===== config.mk =====
export PLATFORM = sky130hd
export DESIGN_NAME = imem_loader
export DESIGN_NICKNAME = d
export VERILOG_FILES = /design/src/rtl/imem_loader.sv
export SDC_FILE = /design/constraint.sdc
export NUM_CORES = 1
export LEC_CHECK = 0
export BUFFER_PORTS_ARGS = -buffer_cell sky130_fd_sc_hd__buf_2
export CELL_PAD_IN_SITES_DETAIL_PLACEMENT = 1
export CELL_PAD_IN_SITES_GLOBAL_PLACEMENT = 2
export CORE_ASPECT_RATIO = 0.75
export CORE_MARGIN = 1
export CORE_UTILIZATION = 35
export DETAILED_ROUTE_END_ITERATION = 10
export PLACE_DENSITY = 0.86
export SLEW_MARGIN = 5
export SYNTH_ARGS = -nofsm -noshare
export SYNTH_HDL_FRONTEND = slang
export SYNTH_SLANG_ARGS = --single-unit

===== constraint.sdc =====
create_clock -name clk -period 2.9 [get_ports clk]
set_input_delay 0.58 -clock clk [delete_from_list [all_inputs] [get_ports clk]]
set_output_delay 0.58 -clock clk [all_outputs]
set_load 0.01 [all_outputs]

===== src/rtl/imem_loader.sv =====
// rtl/imem_loader.sv - boot loader: byte stream to 32-bit imem words, holds core in reset while loading
// Optional trailing checksum byte enabled by LOADER_CHECKSUM_EN.
module imem_loader #(
    parameter int ADDR_W     = 6,
    parameter int RESET_HOLD = 4
) (
    input  logic              clk,
    input  logic              reset,
    input  logic              start,
    input  logic [ADDR_W:0]   num_words,
    input  logic [7:0]        rx_data,
    input  logic              rx_valid,
    output logic              rx_ready,
    output logic              imem_we,
    output logic [ADDR_W-1:0] imem_addr,
    output logic [31:0]       imem_wdata,
    output logic              core_reset,
    output logic              busy,
    output logic              done,
    output logic              error
);

    localparam int HOLD_W = (RESET_HOLD > 1) ? $clog2(RESET_HOLD) : 1;

`ifdef LOADER_CHECKSUM_EN
    typedef enum logic [2:0] {S_IDLE, S_LOAD, S_WRITE, S_CSUM, S_HOLD, S_RUN, S_ERR} state_t;
`else
    typedef enum logic [2:0] {S_IDLE, S_LOAD, S_WRITE, S_HOLD, S_RUN} state_t;
`endif

    state_t            state_q, state_d;
    logic [1:0]        byte_cnt_q, byte_cnt_d;
    logic [31:0]       word_q, word_d;
    logic [ADDR_W-1:0] idx_q, idx_d;
    logic [ADDR_W:0]   num_q, num_d;
    logic [HOLD_W-1:0] hold_q, hold_d;
    logic              rx_ready_q, imem_we_q, core_reset_q, busy_q, done_q;
    logic [ADDR_W-1:0] imem_addr_q;
    logic [31:0]       imem_wdata_q;
    logic              start_ok, hs, last_word;
    logic [ADDR_W:0]   num_clamped;
`ifdef LOADER_CHECKSUM_EN
    logic [7:0]        csum_q, csum_d;
    logic              error_q;
`endif

    // Any count with the top bit set is at least full capacity.
    assign num_clamped = num_words[ADDR_W] ? {1'b1, {ADDR_W{1'b0}}} : num_words;
    assign start_ok    = start && ((state_q == S_IDLE) || (state_q == S_RUN)
`ifdef LOADER_CHECKSUM_EN
                                   || (state_q == S_ERR)
`endif
                                   );
    assign hs          = rx_valid && rx_ready_q;
    assign last_word   = (({1'b0, idx_q} + (ADDR_W+1)'(1)) == num_q);

    always_comb begin
        state_d    = state_q;
        byte_cnt_d = byte_cnt_q;
        word_d     = word_q;
        idx_d      = idx_q;
        num_d      = num_q;
        hold_d     = hold_q;
`ifdef LOADER_CHECKSUM_EN
        csum_d     = csum_q;
`endif
        if (start_ok) begin
            byte_cnt_d = 2'd0;
            word_d     = 32'd0;
            idx_d      = '0;
            hold_d     = '0;
            num_d      = num_clamped;
`ifdef LOADER_CHECKSUM_EN
            csum_d     = 8'd0;
`endif
            state_d    = (num_clamped == '0) ? S_HOLD : S_LOAD;
        end else begin
            case (state_q)
                S_LOAD: begin
                    if (hs) begin
                        word_d[{byte_cnt_q, 3'b000} +: 8] = rx_data;
                        byte_cnt_d = byte_cnt_q + 2'd1;
`ifdef LOADER_CHECKSUM_EN
                        csum_d     = csum_q + rx_data;
`endif
                        if (byte_cnt_q == 2'd3) state_d = S_WRITE;
                    end
                end
                S_WRITE: begin
                    if (last_word) begin
`ifdef LOADER_CHECKSUM_EN
                        state_d = S_CSUM;
`else
                        state_d = S_HOLD;
`endif
                    end else begin
                        idx_d   = idx_q + 1'b1;
                        state_d = S_LOAD;
                    end
                end
`ifdef LOADER_CHECKSUM_EN
                S_CSUM: begin
                    if (hs) state_d = (rx_data == csum_q) ? S_HOLD : S_ERR;
                end
`endif
                S_HOLD: begin
                    if (hold_q == HOLD_W'(RESET_HOLD - 1)) state_d = S_RUN;
                    else                                    hold_d  = hold_q + 1'b1;
                end
                default: ;
            endcase
        end
    end

    // Outputs are registered from the next state so they line up with state_q.
    always_ff @(posedge clk) begin
        if (reset) begin
            state_q      <= S_IDLE;
            byte_cnt_q   <= 2'd0;
            word_q       <= 32'd0;
            idx_q        <= '0;
            num_q        <= '0;
            hold_q       <= '0;
            rx_ready_q   <= 1'b0;
            imem_we_q    <= 1'b0;
            imem_addr_q  <= '0;
            imem_wdata_q <= 32'd0;
            core_reset_q <= 1'b1;
            busy_q       <= 1'b0;
            done_q       <= 1'b0;
`ifdef LOADER_CHECKSUM_EN
            csum_q       <= 8'd0;
            error_q      <= 1'b0;
`endif
        end else begin
            state_q      <= state_d;
            byte_cnt_q   <= byte_cnt_d;
            word_q       <= word_d;
            idx_q        <= idx_d;
            num_q        <= num_d;
            hold_q       <= hold_d;
            imem_we_q    <= (state_d == S_WRITE);
            if (state_d == S_WRITE) begin
                imem_addr_q  <= idx_q;
                imem_wdata_q <= word_d;
            end
            core_reset_q <= (state_d != S_RUN);
            done_q       <= (state_d == S_RUN);
`ifdef LOADER_CHECKSUM_EN
            csum_q       <= csum_d;
            error_q      <= (state_d == S_ERR);
            rx_ready_q   <= (state_d == S_LOAD) || (state_d == S_CSUM);
            busy_q       <= (state_d == S_LOAD) || (state_d == S_WRITE) ||
                            (state_d == S_CSUM) || (state_d == S_HOLD);
`else
            rx_ready_q   <= (state_d == S_LOAD);
            busy_q       <= (state_d == S_LOAD) || (state_d == S_WRITE) ||
                            (state_d == S_HOLD);
`endif
        end
    end

    assign rx_ready   = rx_ready_q;
    assign imem_we    = imem_we_q;
    assign imem_addr  = imem_addr_q;
    assign imem_wdata = imem_wdata_q;
    assign core_reset = core_reset_q;
    assign busy       = busy_q;
    assign done       = done_q;
`ifdef LOADER_CHECKSUM_EN
    assign error      = error_q;
`else
    assign error      = 1'b0;
`endif

endmodule


==> results.md <==
* Slew headroom at 56.68%
* Setup Buffers After CTS at 0
* Post-Synthesis Cells at 399
* Share of the synthesized area in the top cell type at 51.79%
* Cells on worst reg2reg path at 7
* Yosys warnings at 0
* Worst Path Required at 3.19 ns
* Mapped Area at 0.003672 mm^2
* Worst path slowest cell: or4b_1
* First-pass GRT wire length at 15,660 um
* Ant. Diodes at 0
* RSZ-0062 raised after global routing: no
* CTS sink count at 95
* DPL Wire Length at 6960 um
* Starting Density at 36.98%
* Top cells by area, synth: dfxtp_1, o22a_1, a21oi_1, nand2_1, nand3_1
* Layout fillers at approximately 1,200
* DRC at 0
* Die area at roughly 0.011 mm^2
* Crit path DAT at 2.50 ns
* Worst r2r src: idx_q[0]
* Post-Syn Nets at 426
* Nets at 486
* Ys flop type: dfxtp_1
* Hold buffer count at CTS at 0
* Distinct cells, synth at 43
* Via-to-Cell Ratio at 5.149
* Vias in the first global route at 2,981
* Synth-to-Final Area Change at 20.58%
* RR Endpoint: idx_q[5]
* Top Ports at 63
* Peak supply drop at 0.2845 mV
* Clock skew at 0.004158 ns
* 1st-iter DRT viols at 128
* Routed vias at ~3,100
* CTS tree: yes
* CP Cell Sequence: ha_1, nand3_1, mux2_2, a2111oi_2, and3_2, or4b_1, a21oi_1
* Setup TNS at 0 ns
* Area leader, netlist: dfxtp_1
* Core Area at 0.009930 mm^2
* Grt total ovfl at 0
* F_max at about 0.45 GHz
* Final period util at 76.33%
* R2r setup slk at slightly below 0.7 ns
* Synth async-reset ratio at 0%
* H-tree lvl count at 3
* Setup violators final at 0
* CP Launch Type: flop
* IO Port Bufs at 61
* Total GRT Usage at a little under a fifth
* Root Driver: clkbuf_16
* #FFs+latches synth at 95
* Largest stage delay, worst path at approximately 0.48 ns
* Final hold violations at 0
* Row Count at 31
* P per Cell Area at 608.2 mW/mm^2
* Post-CTS Resized at 0
* CP Capture Type: flop
* Largest net degree at the start of global routing at 33
* Final GP Congestion at 0.7727
* Die X at 120.3 um
* Max-cap viol count at 0
* Layout cells sized above 1 at 20.47%
* Clock transition at path regs at roughly 0.070 ns
* Die H at 90.71 um
* Leakage at 1.896 nW
* Clk_lat worst skew at 0.35 ns
* Final wirelength at approximately 9800 um
* DR WL/cell at 16.52 um
* Min Hold Slack at roughly 0.45 ns
* Crit Path Max Fanout at 13
* Final Max Tran Viols at 0
* Hold Path Class: reg -> reg
* Critical Path Source: idx_q[0]
* Number of flops mapped to enable cells by yosys at 0
* Crit Path Class: reg -> reg
* Initial antenna violation count at 0
* DRT antenna net count at 0
* Register area share after synthesis at 51.79%
* CTS Buffer Depth at 2
* Total CTS buffers at 9
* Worst-Margin Slew at between 0.6 and 0.7 ns
* Drt pass-1 iters at 4
* Setup crit end: idx_q[5]
* Status: finished clean
* Post-layout min period at roughly 2.2 ns
* Post-Synthesis Mean Instance Area at 9.204 um^2
## worst max-delay path, delay by kind of cell (launching register included)
kind,cells,cell delay [ns]
AO/OA/AOI/OAI,2,0.17
adder cells (fa/ha/maj),1,0.28
flip-flops,1,0.44
multiplexers,1,0.28
AND/OR/NAND/NOR,3,0.97
## logic make-up after synthesis
family / after synthesis / share of synthesized area (%)
AOI/OAI and AO/OA: 101 / 18.47
xor gates and xnor gates: 11 / 2.623
adders and majority gates: 8 / 2.726
buffers and inverters: 28 / 3.612
DFF: 95 / 51.79
muxes: 3 / 0.8518
other: 1 / 0.1021
and+or+nand+nor: 152 / 19.83
## cells in the mapped netlist (5+ instances only)
library cell	number
xnor2_1	7
a21oi_1	51
nor2_1	17
nand3_1	36
inv_1	5
ha_1	8
buf_2	13
nand2_1	63
dfxtp_1	95
and2_1	8
o21ai_0	5
clkbuf_1	8
o22a_1	32
nand3b_1	6
## layout make-up
type                            count  area, um^2  share of cell area, %
Clock buffer                       10       229.0                  5.171
Clock inverter                      6       85.08                  1.921
Inverter                            5       18.77                 0.4238
Multi-Input combinational cell    276        1640                  37.04
Sequential cell                    95        1902                  42.95
Tap cell                          132       165.2                  3.730
Timing Repair Buffer               72       387.9                  8.760
## where the power goes
| part | total [mW] | switching, mW | internal, mW |
|---|---|---|---|
| clock | 1.26 | 0.509 | 0.753 |
| sequential | 1.32 | 0.00724 | 1.31 |
| combinational | 0.111 | 0.0738 | 0.0369 |
## through the flow
stage               area, um^2  util, %  setup WS, ns  cells  total power, mW
floorplan                 3672        -        0.9663    399            1.413
global placement          4114    41.43        0.8173    580            1.458
detailed placement        4114    41.43        0.7293    580            1.461
CTS                       4428    44.59        0.6836    596            2.717
global route              4428    44.59        0.5078    596            2.801
finish                    4428    44.59        0.6865    596            2.693
## layer usage
metal / share of wire (%) / track usage [%] / up-vias
met4: 0.54 / 5.041 / 0
met1: 53 / 26.45 / 1489
met5: 0 / 0 / -
li1: - / - / 1523
met3: 3.3 / 5.871 / 4
met2: 43 / 27.63 / 53
## registers in the layout (all words and copies together), names as in the netlist, 2 cells and up
signal      flops
imem_wdata     32
word_q         32
num_q           7
idx_q           6
imem_addr       6
state_q         3
byte_cnt_q      2
hold_q          2
## placed cells by master (no fill, tap or decap), drive strengths merged, types with 2 or more instances in the layout
| master | instances |
|---|---|
| xnor2 | 7 |
| o22a | 32 |
| o31ai | 3 |
| and2 | 8 |
| clkinvlp | 2 |
| clkinv | 2 |
| nor3b | 4 |
| nor2 | 17 |
| nand2 | 63 |
| and3 | 2 |
| bufinv | 2 |
| nand2b | 2 |
| dfxtp | 95 |
| nand3 | 37 |
| xor2 | 4 |
| o211ai | 2 |
| ha | 8 |
| inv | 5 |
| or3 | 2 |
| nor3 | 5 |
| buf | 72 |
| nand3b | 6 |
| o21ai | 5 |
| mux2i | 2 |
| clkbuf | 10 |
| or4 | 2 |
| a21oi | 52 |
## how the worst min path moves through the flow
stage          cells past startpoint  slack (ns)            to    startpoint
2_1_floorplan                      2        0.43    word_q[31]    word_q[31]
3_3_place_gp                       2        0.44  imem_addr[1]  imem_addr[1]
3_5_place_dp                       2        0.45  imem_addr[0]  imem_addr[0]
4_1_cts                            2        0.46  imem_addr[0]  imem_addr[0]
5_1_grt                            2        0.47  imem_addr[0]  imem_addr[0]
6_report                           2        0.45  imem_addr[0]  imem_addr[0]
No activity file was read; power rests on OpenSTA's default activity.
